## src/rtl/uart_fifo_mmio.sv

```systemverilog
// uart_fifo_mmio: memory-mapped 8N1 UART with TX/RX FIFOs, W1C status and level interrupt.
module uart_fifo_mmio #(
    parameter int ADDR_W = 32,
    parameter int XLEN = 32,
    parameter logic [31:0] BASE_ADDR = 32'h1000_0100,
    parameter int TX_DEPTH = 16,
    parameter int RX_DEPTH = 16,
    parameter logic [15:0] DIV_RESET = 16'd868
) (
    input  logic              clk,
    input  logic              rst,
    input  logic              mmio_req,
    input  logic              mmio_we,
    input  logic [ADDR_W-1:0] mmio_addr,
    input  logic [XLEN-1:0]   mmio_wdata,
    output logic [XLEN-1:0]   mmio_rdata,
    output logic              mmio_ready,
    input  logic              uart_rx,
    output logic              uart_tx,
    output logic              irq
);
    localparam logic [ADDR_W-1:0] BASE = ADDR_W'(BASE_ADDR);
    localparam int TAW = $clog2(TX_DEPTH);
    localparam int RAW = $clog2(RX_DEPTH);
    typedef enum logic [1:0] {IDLE, START, DATA, STOP} state_t;
    logic [7:0] tx_mem [TX_DEPTH];
    logic [7:0] rx_mem [RX_DEPTH];
    logic [TAW-1:0] tx_wp, tx_rp;
    logic [TAW:0] tx_cnt;
    logic [RAW-1:0] rx_wp, rx_rp;
    logic [RAW:0] rx_cnt;
    logic [1:0] ctrl;
    logic [15:0] div, div_eff;
    logic [2:0] sticky, stat_clr;
    logic [7:0] off, stat, rx_head;
    logic [XLEN-1:0] rd_val;
    logic hit, wr, rd, tx_full, tx_empty, rx_full, rx_empty, tx_push, tx_pop, tx_drop_set;
    logic rx_pop, rx_push, rx_good, rx_ovr_set, rx_ferr_set, tx_active, tx_busy, tx_last, rx_last, rx_half;
    state_t ts, rs;
    logic [15:0] tcnt, tdiv, rcnt, rdiv;
    logic [2:0] tbit, rbit;
    logic [7:0] tsh, rsh;
    logic tx_q, s1, s2, s2_d;
    logic unused_bits;
    assign unused_bits = ^mmio_wdata[XLEN-1:16];
    assign hit = mmio_req && mmio_addr[ADDR_W-1:8] == BASE[ADDR_W-1:8];
    assign off = mmio_addr[7:0];
    assign wr = hit && mmio_we;
    assign rd = hit && !mmio_we;
    assign tx_full = tx_cnt == (TAW+1)'(TX_DEPTH);
    assign tx_empty = tx_cnt == '0;
    assign rx_full = rx_cnt == (RAW+1)'(RX_DEPTH);
    assign rx_empty = rx_cnt == '0;
    assign rx_head = rx_mem[rx_rp];
    assign div_eff = div < 16'd4 ? 16'd4 : div;
    assign tx_push = wr && off == 8'h00 && !tx_full;
    assign tx_drop_set = wr && off == 8'h00 && tx_full;
    assign rx_pop = rd && off == 8'h04 && !rx_empty;
    assign stat_clr = (wr && off == 8'h08) ? mmio_wdata[7:5] : 3'b000;
    assign tx_active = ts != IDLE;
    assign tx_busy = tx_active || !tx_empty;
    assign stat = {sticky, rx_full, !rx_empty, tx_empty, tx_full, tx_busy};
    assign irq = (ctrl[0] && !rx_empty) || (ctrl[1] && tx_empty && !tx_active);
    assign uart_tx = tx_q;
    always_comb begin
        rd_val = !rd ? '0 :
                 off == 8'h04 ? XLEN'({!rx_empty, rx_empty ? 8'h00 : rx_head}) :
                 off == 8'h08 ? XLEN'(stat) :
                 off == 8'h0C ? XLEN'(ctrl) :
                 off == 8'h10 ? XLEN'(div) : '0;
    end
    always_ff @(posedge clk or posedge rst) begin
        if (rst) begin
            mmio_ready <= 1'b0;
            mmio_rdata <= '0;
            ctrl <= 2'b00;
            div <= DIV_RESET;
            sticky <= 3'b000;
        end else begin
            mmio_ready <= mmio_req;
            mmio_rdata <= rd_val;
            if (wr && off == 8'h0C) ctrl <= mmio_wdata[1:0];
            if (wr && off == 8'h10) div <= mmio_wdata[15:0];
            sticky <= (sticky & ~stat_clr) | {rx_ferr_set, tx_drop_set, rx_ovr_set};
        end
    end
    always_ff @(posedge clk) begin
        if (tx_push) tx_mem[tx_wp] <= mmio_wdata[7:0];
        if (rx_push) rx_mem[rx_wp] <= rsh;
    end
    always_ff @(posedge clk or posedge rst) begin
        if (rst) begin
            tx_wp <= '0;
            tx_rp <= '0;
            tx_cnt <= '0;
            rx_wp <= '0;
            rx_rp <= '0;
            rx_cnt <= '0;
        end else begin
            if (tx_push) tx_wp <= tx_wp + TAW'(1);
            if (tx_pop) tx_rp <= tx_rp + TAW'(1);
            tx_cnt <= tx_cnt + (TAW+1)'(tx_push) - (TAW+1)'(tx_pop);
            if (rx_push) rx_wp <= rx_wp + RAW'(1);
            if (rx_pop) rx_rp <= rx_rp + RAW'(1);
            rx_cnt <= rx_cnt + (RAW+1)'(rx_push) - (RAW+1)'(rx_pop);
        end
    end
    // A frame may start straight out of STOP so back-to-back bytes have no idle gap.
    assign tx_last = tcnt == tdiv - 16'd1;
    assign tx_pop = !tx_empty && (ts == IDLE || (ts == STOP && tx_last));
    always_ff @(posedge clk or posedge rst) begin
        if (rst) begin
            ts <= IDLE;
            tcnt <= '0;
            tdiv <= 16'd4;
            tbit <= '0;
            tsh <= '0;
            tx_q <= 1'b1;
        end else if (tx_pop) begin
            ts <= START;
            tsh <= tx_mem[tx_rp];
            tdiv <= div_eff;
            tcnt <= '0;
            tx_q <= 1'b0;
        end else if (tx_active) begin
            tcnt <= tx_last ? '0 : tcnt + 16'd1;
            if (tx_last) begin
                case (ts)
                    START: begin
                        ts <= DATA;
                        tbit <= '0;
                        tx_q <= tsh[0];
                    end
                    DATA: begin
                        tbit <= tbit + 3'd1;
                        tsh <= tsh >> 1;
                        tx_q <= tbit == 3'd7 ? 1'b1 : tsh[1];
                        if (tbit == 3'd7) ts <= STOP;
                    end
                    default: begin
                        ts <= IDLE;
                        tx_q <= 1'b1;
                    end
                endcase
            end
        end
    end
    // Data and stop bits are sampled mid-bit: half a bit after the start edge, then every DIV.
    assign rx_last = rcnt == rdiv - 16'd1;
    assign rx_half = rcnt == (rdiv >> 1) - 16'd1;
    assign rx_good = rs == STOP && rx_last && s2;
    assign rx_ferr_set = rs == STOP && rx_last && !s2;
    assign rx_push = rx_good && (!rx_full || rx_pop);
    assign rx_ovr_set = rx_good && rx_full && !rx_pop;
    always_ff @(posedge clk or posedge rst) begin
        if (rst) begin
            s1 <= 1'b1;
            s2 <= 1'b1;
            s2_d <= 1'b1;
            rs <= IDLE;
            rcnt <= '0;
            rdiv <= 16'd4;
            rbit <= '0;
            rsh <= '0;
        end else begin
            s1 <= uart_rx;
            s2 <= s1;
            s2_d <= s2;
            case (rs)
                IDLE: if (s2_d && !s2) begin
                    rs <= START;
                    rcnt <= '0;
                    rdiv <= div_eff;
                end
                START: begin
                    rcnt <= rx_half ? '0 : rcnt + 16'd1;
                    rbit <= '0;
                    if (rx_half) rs <= s2 ? IDLE : DATA;
                end
                DATA: begin
                    rcnt <= rx_last ? '0 : rcnt + 16'd1;
                    if (rx_last) begin
                        rsh <= {s2, rsh[7:1]};
                        rbit <= rbit + 3'd1;
                        if (rbit == 3'd7) rs <= STOP;
                    end
                end
                default: begin
                    rcnt <= rx_last ? '0 : rcnt + 16'd1;
                    if (rx_last) rs <= IDLE;
                end
            endcase
        end
    end
endmodule
```

## config.mk

```make
export PLATFORM = sky130hd
export DESIGN_NAME = uart_fifo_mmio
export DESIGN_NICKNAME = d
export VERILOG_FILES = /design/src/rtl/uart_fifo_mmio.sv
export SDC_FILE = /design/constraint.sdc
export NUM_CORES = 1
export LEC_CHECK = 0
export BUFFER_PORTS_ARGS = -buffer_cell sky130_fd_sc_hd__buf_2
export CAP_MARGIN = 15
export CORE_MARGIN = 2
export CORE_UTILIZATION = 50
export CTS_BUF_LIST = sky130_fd_sc_hd__clkbuf_8
export DETAILED_ROUTE_END_ITERATION = 6
export PLACE_DENSITY = 0.75
export SETUP_SLACK_MARGIN = 0.2
export SYNTH_ARGS = -nofsm -noshare
export SYNTH_HDL_FRONTEND = slang
export SYNTH_SLANG_ARGS = --single-unit
```

## constraint.sdc

```tcl
create_clock -name clk -period 7.6 [get_ports clk]
set_input_delay 1.52 -clock clk [delete_from_list [all_inputs] [get_ports clk]]
set_output_delay 1.52 -clock clk [all_outputs]
set_load 0.05 [all_outputs]
```

* Word-level counts from Yosys, hierarchy flattened
Memory sizes are Yosys's and may differ from the RTL's.
Cells that the tools add are included.
Widths: inputs -> output; s select.
** Word-level totals
- Bits in registers :: 158
- Bits in latches :: 0
- RAM bits :: 256
- Bits in read-only memories :: 0
- Input port bits :: 69
- Output and inout port bits :: 35
- Logic and storage cells :: 168
- Memories kept :: 2
** Cells by class
- $add $sub $neg :: 15
- Multiply operators :: 0
- Div/mod/pow operators :: 0
- Order comparisons :: 1
- Eq/ne operators :: 23
- Shifts and indexed selects :: 0
- Multiplexer cells :: 43
- Bitwise logic cells :: 4
- Reductions and logical operators :: 55
** Memories
- rx_mem :: depth 16, bits a word 8, read ports 1, clocked after memory_dff 0, wr ports 1, RTL line 27 : logic [7:0] rx_mem [RX_DEPTH];
- tx_mem :: depth 16, bits a word 8, read ports 1, clocked after memory_dff 0, wr ports 1, RTL line 26 : logic [7:0] tx_mem [TX_DEPTH];
** Operators by type and width (number)
- $mux 16 :: 12
- $eq 16x16->1 :: 3
- $mux 8 :: 5
- $add 16x1->16 const B :: 2
- $pmux 16 s2 :: 1
- $sub 16x1->16 const B :: 2
- $eq 24x21->1 const B :: 1
- $logic_and 1x1->1 :: 23
- $mux 2 :: 10
- $add 4x1->4 const B :: 4
- $eq 8x4->1 const B :: 2
- $lt 16x3->1 const B :: 1
- $sub 15x1->16 const B :: 1
- $pmux 3 s2 :: 2
- $reduce_bool 2->1 :: 6
- $add 5x1->5 :: 2
- $eq 5x5->1 const B :: 2
- $logic_not 5->1 :: 2
- $sub 5x1->5 :: 2
- $eq 2x2->1 const B :: 4
- $eq 8x3->1 const B :: 1
- $eq 8x5->1 const B :: 1
- $logic_not 1->1 :: 8
- $logic_not 8->1 :: 1
- 21 further kinds :: 43

* Logic depth before layout (Yosys ltp)
- Depth after elaboration :: 9
- Depth in mapped cells :: 23
- Depth with buffers taken out :: 20

* Worst setup path after synthesis
OpenSTA, ideal clock, no wires.
- Kind :: input -> register
- Start point :: input mmio_addr[5]
- End point :: register rx_cnt[4]
- Library setup time :: 0.125 ns
- Data arrival time :: 4.495 ns
- Required time :: 7.475 ns
- Path slack :: 2.979 ns
- Cell stages on the path :: 20
- Buffers on the path :: 1
- Cells stage by stage :: nor3_1 nor4b_1 nand2_1 nor2_1 nand3_1 inv_1 o2111ai_1 nor2_1 buf_2 inv_1 ha_1 inv_1 ha_1 inv_1 fa_1 inv_1 a21oi_1 nor2_1 nor2_1 xnor2_1
** Between the ends
- Longest elaborated chain between the ends :: 7
** RTL lines
- from (decl) :: RTL line 14 : input logic [ADDR_W-1:0] mmio_addr,
- $eq 8x3->1 * :: RTL line 58 : assign rx_pop = rd && off == 8'h04 && !rx_empty;
- $logic_and 1x1->1 * (2 in a row) :: RTL line 58
- $logic_or 1x1->1 :: RTL line 153 : assign rx_push = rx_good && (!rx_full || rx_pop);
- $logic_and 1x1->1 :: RTL line 153
- $add 5x1->5 :: RTL line 105 : rx_cnt <= rx_cnt + (RAW+1)'(rx_push) - (RAW+1)'(rx_pop);
- $sub 5x1->5 * :: RTL line 105
- to (signal assigned) :: RTL line 105
- to (decl) :: RTL line 31 : logic [RAW:0] rx_cnt;
Every way passes the cells marked *; elsewhere a longest branch is shown, timed or not.
A chain may end at the register's enable or synchronous reset.

* Worst setup path in the final report
Ends and elaborated chain as after synthesis.

==> flow_summary.ini <==
[setup_path]
path_common_cell = inv_1
crit_arrival_ns = 5.98
cp_max_fo = 15
slowest_stage = nor2_1
crit_chain = buf_2, nor3_1, nor4b_1, nand2_1, nor2_1, nand3_1, inv_1, o2111ai_1, nor2_1, inv_1, ha_1, inv_1, ha_1, inv_1, fa_1, inv_1, a21oi_1, nor2_1, nor2_1, xnor2_1
crit_required_ns = 8.07
slowest_delay_ns = 0.64
start_kind = primary input
end_kind = register
r2r_cells = 18
crit_type = in2reg

[floorplanning]
fp.dieH_microns = 199
die_w_microns = 199
initial_core_util_pct = 50.6
core_sq_mm = 0.0375
io_pins = 104
rows = 71
dieArea_sq_mm = 0.0395

[clocking]
path_clk_slew_ns = 0.06
numCtsBuffers = 68
cts_root_buf = clkbuf_8
clock_path_buffers = 3
cts-resized-gates = 0
cts_num_sinks = 414
clock_latency_ns = 0.61
cts-htree-levels = 3
holdBufCountCts = 0
post_cts_buffers = 0
cts_tree = done

[timing]
rsz0062_at_grt = false
tns_ns = 0
fin_worst_skew_ns = 0.0369
report.final.slew_viol_count = 0
slew_headroom_pct = 31.9
fmax_mhz = 181
period_needed_ns = 5.51
setup_violations = 0
worst_pin_slew_ns = 1.02
finalHoldViolations = 0
worst_slack_ns = 2.09
finalCritPeriodShare_pct = 72.5

[run]
timing.max_cap.violations = 0

[logic_synthesis]
synth_area_per_cell_sq_um = 14.2
async_flop_share_pct = 38.2
netlist_instances = 1338
synth-edff-count = 256
synth-seq-cells = 414
ys_seq_area_share_pct = 61.4
ys_warn_count = 0
syn_area_sq_mm = 0.0190
ys.flop_type = edfxtp_1
synth_cell_types = 83

[pwr]
power.leakage_uw = 0.00829
power.density_mw_per_mm2 = 245
power_uw = 5190
ir_drop_mv = 0.144

[layout]
final_cells = 1988
syn_to_final_growth_pct = 11.8
drive_gt1_share_pct = 23.4
nNetsFinal = 1526
final_cell_mix = edfxtp_1 (256), dfrtp_1 (144), clkbuf_8 (82), inv_1 (75), nand2_1 (74)
final_common_cell = edfxtp_1
post-route-cell-area_sq_mm = 0.0212

[placed_design]
dp_slack_ns = 1.57
place_area_sq_mm = 0.0197
dp_hpwl_microns = 26000
port_buffers = 71
gp_congestion = 0.867
dpl.cell_count = 1861

[global_routing]
grt_pass1_wl_microns = 63200
grt_use_total_pct = 20.7
grt.overflow.total = 0
grt_max_degree = 107
grt_pass1_vias = 11600
antenna_found_initial = 4

[drt]
drc = 0
routedWlPerCell_microns = 19.7
wirelength_microns = 39200
vias_per_cell = 5.68
wl_met2_microns = 19200
topRoutingLayerUsed = met5
met3_length_microns = 2620
first_pass_iters = 5
drtAntennaViolNets = 0
drt_iter0_drc = 894
vias = 11300
wl_met1_microns = 16400

[worst_hold_path]
min_path_cells = 0
hp-class = reg2reg

[outcome]
status = finished, final reports clean
-- layer usage --
layer  vias to the layer above  global-route usage [%]
li1                       5176                       -
met1                      5692                    27.7
met2                       347                    33.7
met3                        78                    4.68
met4                         4                    7.05
met5                         -                       0
-- area by class of cell --
type	count	area, sq um
fill	2904	16300
sequential	414	11700
multi-input combinational	803	6760
clock buffer	82	1130
tap	511	639
timing repair buffer	80	423
clock inverter	44	395
inverter	53	204
antenna	1	2.50
-- kinds of logic after synthesis --
| kind of cell | share of synthesized area, % |
|---|---|
| flip-flops | 61.4 |
| AND/OR/NAND/NOR | 9.74 |
| AO/OA/AOI/OAI | 5.84 |
| multiplexers | 12.6 |
| buffers and inverters | 3.29 |
| XOR/XNOR | 4.57 |
| adder cells (fa/ha/maj) | 2.52 |
| other | 0.0198 |
-- power by group --
part           total [uW]  internal [uW]  switching (uW)  leakage (uW)
clock                2130           1230             896      0.000868
combinational         503            212             290       0.00301
sequential           2560           2460            93.4       0.00441
total                5190           3910            1280       0.00829
-- path summary, 6_finish.rpt --
check	from	slack (ns)	end
hold reg to reg	s1	0.35	s2
setup / recovery	mmio_addr[5]	2.09	rx_cnt[4]
setup reg to reg	rdiv[3]	2.29	rx_cnt[4]
min in group asynchronous	rst	1.18	div[14]
max in group asynchronous	rst	5.10	tx_rp[0]
hold / removal	s1	0.35	s2
-- per-stage QoR --
stage,hold slack (ns),util [%]
detailed placement,0.347,52.5
CTS,0.355,56.6
global placement,0.346,52.5
finish,0.355,56.6
global route,0.365,56.6
floorplan,0.345,-
-- registers in the layout (all words and copies together) (netlist names), 5 cells and up --
register,flops
div,16
mmio_rdata,16
rcnt,16
rdiv,16
rsh,8
rx_cnt,5
rx_mem,128
tcnt,16
tdiv,16
tsh,8
tx_cnt,5
tx_mem,128
-- synth_stat cells (8+ instances only) --
library cell  instances  share of area [%]
buf_1                 8               0.16
inv_1                53                1.0
ha_1                 35                2.3
buf_2                17               0.45
dfstp_2              11                1.5
nor2b_1               8               0.26
and2_1               23               0.76
clkbuf_1             35               0.69
mux2_2               62                3.7
nand2b_1             10               0.33
o21ai_0              46                1.2
mux4_2               65                7.7
a31oi_1               9               0.30
nor4_1               16               0.53
a21oi_1              27               0.71
nand2_1              74                1.5
nor3_1               24               0.63
dfrtp_1             147                 19
edfxtp_1            256                 41
xnor2_1              56                2.6
nand3_1              31               0.82
nor2_1               66                1.3
and3_1               23               0.76
a22oi_1              10               0.40
xor2_1               43                2.0
a221oi_1              9               0.42
nand4_1              14               0.46
buf_4                18               0.71
mux2i_1              22                1.2
-- critical path, delay by kind of cell --
kind	cells	cell delay (ns)
and+or+nand+nor	8	2.28
buffers and inverters	6	0.91
adders and majority gates	3	0.86
AOI/OAI and AO/OA	2	0.32
xor gates and xnor gates	1	0.11
Note: power is estimated with default switching activity, not from simulation.
